### src/rtl/macguffin_arbiter.sv
// macguffin_arbiter: round-robin scheduler sharing one MacGuffin core between
// two AXI4-Stream plaintext channels. Every accepted block's source channel is
// queued in an in-order tag FIFO so ciphertext is steered back to its issuer.
// DATA_W is the cipher block width; TAG_DEPTH bounds blocks in flight (power of two, >= 2).
// Optional build macro MACGUFFIN_ARB_LOCK_EN adds s*_axis_tlast and holds the
// grant on one channel until its tlast beat has been accepted.
module macguffin_arbiter #(
  parameter int DATA_W    = 4,
  parameter int TAG_DEPTH = 4
) (
  input  logic                         clk,
  input  logic                         rst,
  input  logic [DATA_W-1:0]            s0_axis_tdata,
  input  logic                         s0_axis_tvalid,
  output logic                         s0_axis_tready,
  input  logic [DATA_W-1:0]            s1_axis_tdata,
  input  logic                         s1_axis_tvalid,
  output logic                         s1_axis_tready,
`ifdef MACGUFFIN_ARB_LOCK_EN
  input  logic                         s0_axis_tlast,
  input  logic                         s1_axis_tlast,
`endif
  output logic [DATA_W-1:0]            m0_axis_tdata,
  output logic                         m0_axis_tvalid,
  input  logic                         m0_axis_tready,
  output logic [DATA_W-1:0]            m1_axis_tdata,
  output logic                         m1_axis_tvalid,
  input  logic                         m1_axis_tready,
  output logic [DATA_W-1:0]            core_s_axis_tdata,
  output logic                         core_s_axis_tvalid,
  input  logic                         core_s_axis_tready,
  input  logic [DATA_W-1:0]            core_m_axis_tdata,
  input  logic                         core_m_axis_tvalid,
  output logic                         core_m_axis_tready,
  output logic [$clog2(TAG_DEPTH):0]   in_flight,
  output logic                         err_orphan
);

  localparam int PW = $clog2(TAG_DEPTH);
  localparam int CW = PW + 1;
  localparam logic [CW-1:0] FULL_CNT = CW'(TAG_DEPTH);

  typedef enum logic {IDLE, OFFER} state_t;

  state_t              state_p0;
  logic                gnt_p0;
  logic                last_p0;
  logic                vld_p0;
  logic [DATA_W-1:0]   data_p0;

  logic [TAG_DEPTH-1:0] tag_mem;
  logic [PW-1:0]        wr_ptr;
  logic [PW-1:0]        rd_ptr;
  logic [CW-1:0]        count;

  logic                full;
  logic                empty;
  logic                req0;
  logic                req1;
  logic                grant_now;
  logic                gnt_sel;
  logic                push;
  logic                pop;
  logic                head;

`ifdef MACGUFFIN_ARB_LOCK_EN
  logic                lock_p0;
  logic                lock_ch_p0;
  logic                sel_last;
`endif

  assign full  = (count == FULL_CNT);
  assign empty = (count == '0);

  // Requests eligible for a grant; a held lock masks out the other channel.
  always_comb begin
    req0 = s0_axis_tvalid;
    req1 = s1_axis_tvalid;
`ifdef MACGUFFIN_ARB_LOCK_EN
    if (lock_p0) begin
      req0 = s0_axis_tvalid & ~lock_ch_p0;
      req1 = s1_axis_tvalid &  lock_ch_p0;
    end
`endif
  end

  // Grant is taken only from IDLE with FIFO room; rst gating keeps readies low in reset.
  assign grant_now = rst && (state_p0 == IDLE) && !full && (req0 || req1);
  assign gnt_sel   = (req0 && req1) ? ~last_p0 : req1;

  assign s0_axis_tready = grant_now && !gnt_sel;
  assign s1_axis_tready = grant_now &&  gnt_sel;

`ifdef MACGUFFIN_ARB_LOCK_EN
  assign sel_last = gnt_sel ? s1_axis_tlast : s0_axis_tlast;
`endif

  assign core_s_axis_tvalid = vld_p0;
  assign core_s_axis_tdata  = data_p0;

  assign push = vld_p0 && core_s_axis_tready;
  assign head = tag_mem[rd_ptr];

  assign m0_axis_tdata      = core_m_axis_tdata;
  assign m1_axis_tdata      = core_m_axis_tdata;
  assign m0_axis_tvalid     = !empty && !head && core_m_axis_tvalid;
  assign m1_axis_tvalid     = !empty &&  head && core_m_axis_tvalid;
  assign core_m_axis_tready = !empty && (head ? m1_axis_tready : m0_axis_tready);
  assign pop                = core_m_axis_tready && core_m_axis_tvalid;

  assign in_flight = count;

  // Input FSM: capture a grant in IDLE, hold it on the core port through OFFER.
  always_ff @(posedge clk or negedge rst) begin
    if (!rst) begin
      state_p0   <= IDLE;
      vld_p0     <= 1'b0;
      gnt_p0     <= 1'b0;
      last_p0    <= 1'b1;
`ifdef MACGUFFIN_ARB_LOCK_EN
      lock_p0    <= 1'b0;
      lock_ch_p0 <= 1'b0;
`endif
    end else begin
      case (state_p0)
        IDLE: begin
          if (grant_now) begin
            state_p0   <= OFFER;
            vld_p0     <= 1'b1;
            gnt_p0     <= gnt_sel;
`ifdef MACGUFFIN_ARB_LOCK_EN
            lock_p0    <= !sel_last;
            lock_ch_p0 <= gnt_sel;
`endif
          end
        end
        OFFER: begin
          if (core_s_axis_tready) begin
            state_p0 <= IDLE;
            vld_p0   <= 1'b0;
            last_p0  <= gnt_p0;
          end
        end
        default: begin
          state_p0 <= IDLE;
          vld_p0   <= 1'b0;
        end
      endcase
    end
  end

  // Stage p0: granted block's data, captured on the requester handshake.
  always_ff @(posedge clk) begin
    if (grant_now) data_p0 <= gnt_sel ? s1_axis_tdata : s0_axis_tdata;
  end

  // Tag storage: source channel of each block handed to the core.
  always_ff @(posedge clk) begin
    if (push) tag_mem[wr_ptr] <= gnt_p0;
  end

  // Tag FIFO pointers and occupancy; simultaneous push and pop cancel.
  always_ff @(posedge clk or negedge rst) begin
    if (!rst) begin
      wr_ptr <= '0;
      rd_ptr <= '0;
      count  <= '0;
    end else begin
      if (push) wr_ptr <= wr_ptr + PW'(1);
      if (pop)  rd_ptr <= rd_ptr + PW'(1);
      case ({push, pop})
        2'b10:   count <= count + CW'(1);
        2'b01:   count <= count - CW'(1);
        default: count <= count;
      endcase
    end
  end

  // Sticky flag for core output arriving with no block outstanding.
  always_ff @(posedge clk or negedge rst) begin
    if (!rst)                           err_orphan <= 1'b0;
    else if (core_m_axis_tvalid && empty) err_orphan <= 1'b1;
  end

endmodule

### config.mk
export PLATFORM = sky130hd
export DESIGN_NAME = macguffin_arbiter
export DESIGN_NICKNAME = d
export VERILOG_FILES = /design/src/rtl/macguffin_arbiter.sv
export SDC_FILE = /design/constraint.sdc
export NUM_CORES = 1
export LEC_CHECK = 0
export ABC_AREA = 1
export CAP_MARGIN = 15
export CORE_MARGIN = 10
export CORE_UTILIZATION = 39
export CTS_CLUSTER_DIAMETER = 60
export CTS_CLUSTER_SIZE = 12
export DETAILED_ROUTE_END_ITERATION = 10
export GPL_TIMING_DRIVEN = 0
export PLACE_DENSITY = 0.79
export SYNTH_ARGS = -nofsm -noshare
export SYNTH_HDL_FRONTEND = slang
export SYNTH_SLANG_ARGS = --single-unit
### constraint.sdc
create_clock -name clk -period 1.8 [get_ports clk]
set_clock_uncertainty 0.1 [all_clocks]
set_input_delay 0.36 -clock clk [delete_from_list [all_inputs] [get_ports clk]]
set_output_delay 0.36 -clock clk [all_outputs]
set_load 0.05 [all_outputs]
Word-level counts from Yosys, hierarchy flattened
Index checks and enable logic that the tools add are counted.

storage, ports and cells
  flip-flop bits (word level) = 20
  bits of input ports = 20
  output and inout port bits = 22
  logic and storage cells = 64

operators by class
  add/sub/neg operators = 4
  $lt $le $gt $ge = 3
  equality and inequality tests = 5
  muxes and demuxes = 15
  bitwise operators = 2
  reduce and logical (&&, ||, !) cells = 25

operators with widths
  operator             number
  $logic_and 1x1->1    15
  $mux 1               8
  $lt 2x3->1 const B   2
  $pmux 3 s2           1
  $reduce_and 2->1     3
  $add 2x1->2 const B  2
  $bwmux 4             1
  $logic_not 1->1      4
  $mux 4               1
  $ne 2x2->1 const B   2
  $pmux 1 s2           2
  $add 3x1->3 const B  1
  $eq 3x3->1 const B   1
  $logic_not 3->1      1
  $sub 3x1->3 const B  1
  $bmux 1 s2           1
  $demux 1 s2          1
  $eq 2x1->1 const B   1
  $eq 2x2->1 const B   1
  $ge 2x1->1 const B   1
  $not 1->1            2
  $reduce_bool 2->1    1
  $logic_or 1x1->1     1

Depth between registers and ports, before layout
  depth in word-level cells = 7
  gate-level depth with buffers = 13
  mapped depth without buffers = 13

Worst setup path after synthesis
OpenSTA, ideal clock, no wires.

  path kind = register -> output
  from = reg count[0] (netlist: in_flight[0])
  to = out m1_axis_tvalid
  arrival time = 2161 ps
  required time = 1340 ps
  setup slack = -821 ps
  stages on the path, launching flop included = 4
  path buffers = 0
  cell sequence = dfrtp_1 -> inv_1 -> nand3_4 -> nor3b_1

on the way
  longest elaborated chain between the ends = 4

RTL lines
  item                             line  text
  from (decl)                      54    logic [CW-1:0] count;
  from (signal assigned)           172   2'b10: count <= count + CW'(1);
  from (signal assigned)           173   2'b01: count <= count - CW'(1);
  from (signal assigned)           174   default: count <= count;
  $logic_not 3->1                  73    assign empty = (count == '0);
  $logic_not 1->1                  107   assign m1_axis_tvalid = !empty && head && core_m_axis_tvalid;
  $logic_and 1x1->1 (2 in series)  107
  to (decl)                        27    output logic m1_axis_tvalid,

Every way passes these cells.

Final worst setup path
  from = reg rd_ptr[0]
  to = reg count[2] (netlist: in_flight[2])

on the way
  longest elaborated chain between the ends = 7
  elaborated cells between the ends (all ways) = 9
  classes of those cells = eq/ne: 2; mux: 4; reduce/logical: 3

RTL lines
  item                                             line  text
  from (decl)                                      53    logic [PW-1:0] rd_ptr;
  from (signal assigned)                           170   if (pop) rd_ptr <= rd_ptr + PW'(1);
  $bmux 1 s2 *                                     102   assign head = tag_mem[rd_ptr];
  $mux 1 (implied by the code) *                   102
  $mux 1 *                                         108   assign core_m_axis_tready = !empty && (head ? m1_axis_tready : m0_axis_tready);
  $logic_and 1x1->1 *                              108
  $logic_and 1x1->1 *                              109   assign pop = core_m_axis_tready && core_m_axis_tvalid;
  named net pop                                    63    logic pop;
  $eq 2x1->1 or $eq 2x2->1 (tied branches)         171   case ({push, pop})
  $pmux 3 s2 or $reduce_bool 2->1 (tied branches)  --

Mark *: on every way through the listed nets, which the timed path passes. The rest lies on a longest branch. The select of a mux whose other input is x is not followed.
A chain may end at the register's enable or synchronous reset.

==> out/results.ini <==
[run_status]
outcome = finished with violations
violations = setup timing

[floorplanning]
die_w_um = 73.23
start_util_pct = 40.41
row_count = 19
pin_count = 42
dieArea_um2 = 5362
fp.dieH_um = 73.23
core_area_um2 = 2734

[cells_and_area]
n_fill_cell = 222
fin_cells = 212
fin_area_um2 = 1827
syn_to_final_growth_pct = 65.35
antennaDiodeCount = 0
finalNetCount = 208
drive_gt1_share_pct = 36.46

[setup_path]
path_max_fanout = 4
startpoint_type = flop
crit_end = in_flight[2]
reg2reg_to = in_flight[2]
reg2reg_depth = 11
critPathCaptureType = flop
crit_required_ps = 1890
cp_data_arrival_time_ps = 2310
startpoint = rd_ptr[0]
r2r-start = rd_ptr[0]
r2r_setup_slack_ps = -410
critPathKind = reg2reg

[timing]
setup_viol_count_final = 7
rsz0062_at_grt = true
fmax_ghz = 0.4518
max_slew_margin_pct = 63.97
hold_viol_final = 0
layout_setup_ws_ps = -413.1
worst_pin_slew_ps = 538.7
post-route-min-period_ps = 2213
slew_violations = 0
holdWs_ps = 390.0
timing.final.crit_share_pct = 123.0

[clock_tree]
cts-root-buf = clkbuf_4
cts_tree = built
clkSinkCount = 20
cts_buffers = 3
clk_latency_ps = 300
clk_path_buf_depth = 2
clk_pin_slew_ps = 110
h-tree-depth = 1

[placed_design]
dp_hpwl_mm = 2.027
dp.cells = 189
globalplace.congestion = 0.8005
io_buffer_count = 37
place_area_um2 = 1544
dp_slack_ps = -1261

[yosys]
synth_top_family_by_area = simple AND/OR/NAND/NOR gates
syn_inst = 121
synthMuxAreaShare_pct = 0
yosys.area_share.adder_pct = 7.475
yosys_warnings = 0
synthArstFlopShare_pct = 60.00
synth_ff_type = dfrtp_1
synth_xor_area_share_pct = 2.378
synth-compound-area-share_pct = 4.304
synth.most_common_cell = nand2_1
synth_seq_area_share_pct = 49.04
yosys-top-cells-area = dfrtp_1 (25%), edfxtp_1 (22%), nand2_1 (9.9%), inv_1 (7.1%), ha_1 (5.7%)
synth.ff_latch_count = 20
synth-simple-area-share_pct = 23.90
syn_area_per_cell_um2 = 9.131
yosys-top-cells-count = nand2_1 (29), inv_1 (21), dfrtp_1 (11)
syn-num-nets = 147
synth-edff-count = 8
synth_top_area_share_pct = 24.92
synth_top_area_cell = dfrtp_1
syn_area_um2 = 1105
synth_cell_types = 23

[power_and_ir_drop]
powerDensity_nw_per_um2 = 1660
power.total_mw = 3.033
vdd_drop_max_mv = 1.140
leakage_nw = 0.8581

[global_route]
grt_pass1_vias = 1122
grt_max_degree = 13
grt_use_total_pct = 11.16
antenna_found_initial = 0
grt_pass1_wl_mm = 4.809
grt_overflow = 0

[hold_path]
min_path_type = reg2reg
hold_depth = 1
min-delay-start = err_orphan

[detailed_routing]
wl_mm = 2.902
vias = 1001
drtPass1Iterations = 4
antenna_left = 0
routed_via_density = 4.722
drt_iter0_drc = 43
drcViolationCount = 0
drt-wirelength-per-cell_um = 13.69

[flow_run]
drv_cap = 0

## cell type report
| type | instances | area [um2] | area share [%] |
|---|---|---|---|
| Clock buffer | 3 | 22.52 | 1.233 |
| Multi-Input combinational cell | 71 | 513.0 | 28.08 |
| Sequential cell | 20 | 546.8 | 29.93 |
| Clock inverter | 1 | 30.03 | 1.644 |
| Timing Repair Buffer | 56 | 530.5 | 29.04 |
| Buffer | 8 | 60.06 | 3.288 |
| Inverter | 22 | 85.08 | 4.658 |
| Tap cell | 31 | 38.79 | 2.123 |
## critical path, stage by stage (launching register included)
cell     delay, ps
dfrtp_1        440
nand2_1        150
nand3_4        110
nand3_1        130
nand4_1        140
inv_1           90
ha_2           170
inv_2           50
fa_2           350
a21oi_2        140
o21ai_1         90
xor2_1         150
## registers in the layout, summed over array words and instances, names as in the netlist
| name | cells |
|---|---|
| state_p0 | 1 |
| gnt_p0 | 1 |
| tag_mem | 4 |
| core_s_axis_tdata | 4 |
| err_orphan | 1 |
| wr_ptr | 2 |
| in_flight | 3 |
| last_p0 | 1 |
| rd_ptr | 2 |
| core_s_axis_tvalid | 1 |
## how the worst min path moves through the flow
stage | end | slack (ps)
floorplan | core_s_axis_tvalid | -40
finish | err_orphan | 390
global placement | err_orphan | 360
detailed placement | err_orphan | 370
CTS | last_p0 | 9
global route | err_orphan | 440
## metal layers
metal	global-route usage [%]	up-vias	wire, um
li1	-	495	-
met1	9.785	466	1004
met2	21.68	34	1596
met3	4.626	6	242
met4	4.008	0	59
met5	0	-	0
## report_power, final
group          switching (mW)  internal [mW]  total, mW
logic                    1.10          0.750       1.85
clock network           0.138          0.225      0.363
registers               0.141          0.677      0.818
total                    1.38           1.65       3.03
## repair_timing
| action | CTS | global route |
|---|---|---|
| setup buffers | 14 | 4 |
| gates resized for setup | 65 | 7 |
| hold endpoints to repair | 11 | 1 |
| cloned | 0 | 0 |
| hold buffers | 1 | 1 |
| pin swaps | 10 | 5 |
| endpoints found under the setup margin | 20 | 8 |
## placed cells by master (no fill, tap or decap), types with 2 or more instances in the layout
cell / count
nand2_1: 27
buf_4: 23
clkdlybuf4s50_1: 20
inv_1: 16
dlygate4sd2_1: 11
edfxtp_1: 8
dfrtp_1: 7
inv_2: 5
nor2_1: 5
ha_1: 4
dfrtp_2: 4
buf_6: 4
nand3_4: 3
nand3_1: 3
nand4_1: 3
clkbuf_4: 3
buf_8: 3
nand3_2: 2
nand2_2: 2
nand2_4: 2
nor2_4: 2
o21ai_0: 2
xor2_1: 2
a21oi_1: 2
dlygate4sd3_1: 2
## kinds of logic (layout without fill, tap and decap cells)
kind of cell | Yosys count | after routing
flops | 20 | 20
compound gates | 9 | 9
fa+ha+maj | 6 | 6
simple gates | 53 | 53
xor+xnor | 3 | 3
buf+inv | 30 | 90
## through the flow
step                setup TNS (ps)  utilization [%]
floorplan                   -365.2                -
global placement             -7954            56.48
detailed placement           -8577            56.48
CTS                         -991.2            64.81
global route                 -2203            66.82
finish                       -1469            66.82
Note: power is estimated with default switching activity, not from simulation.
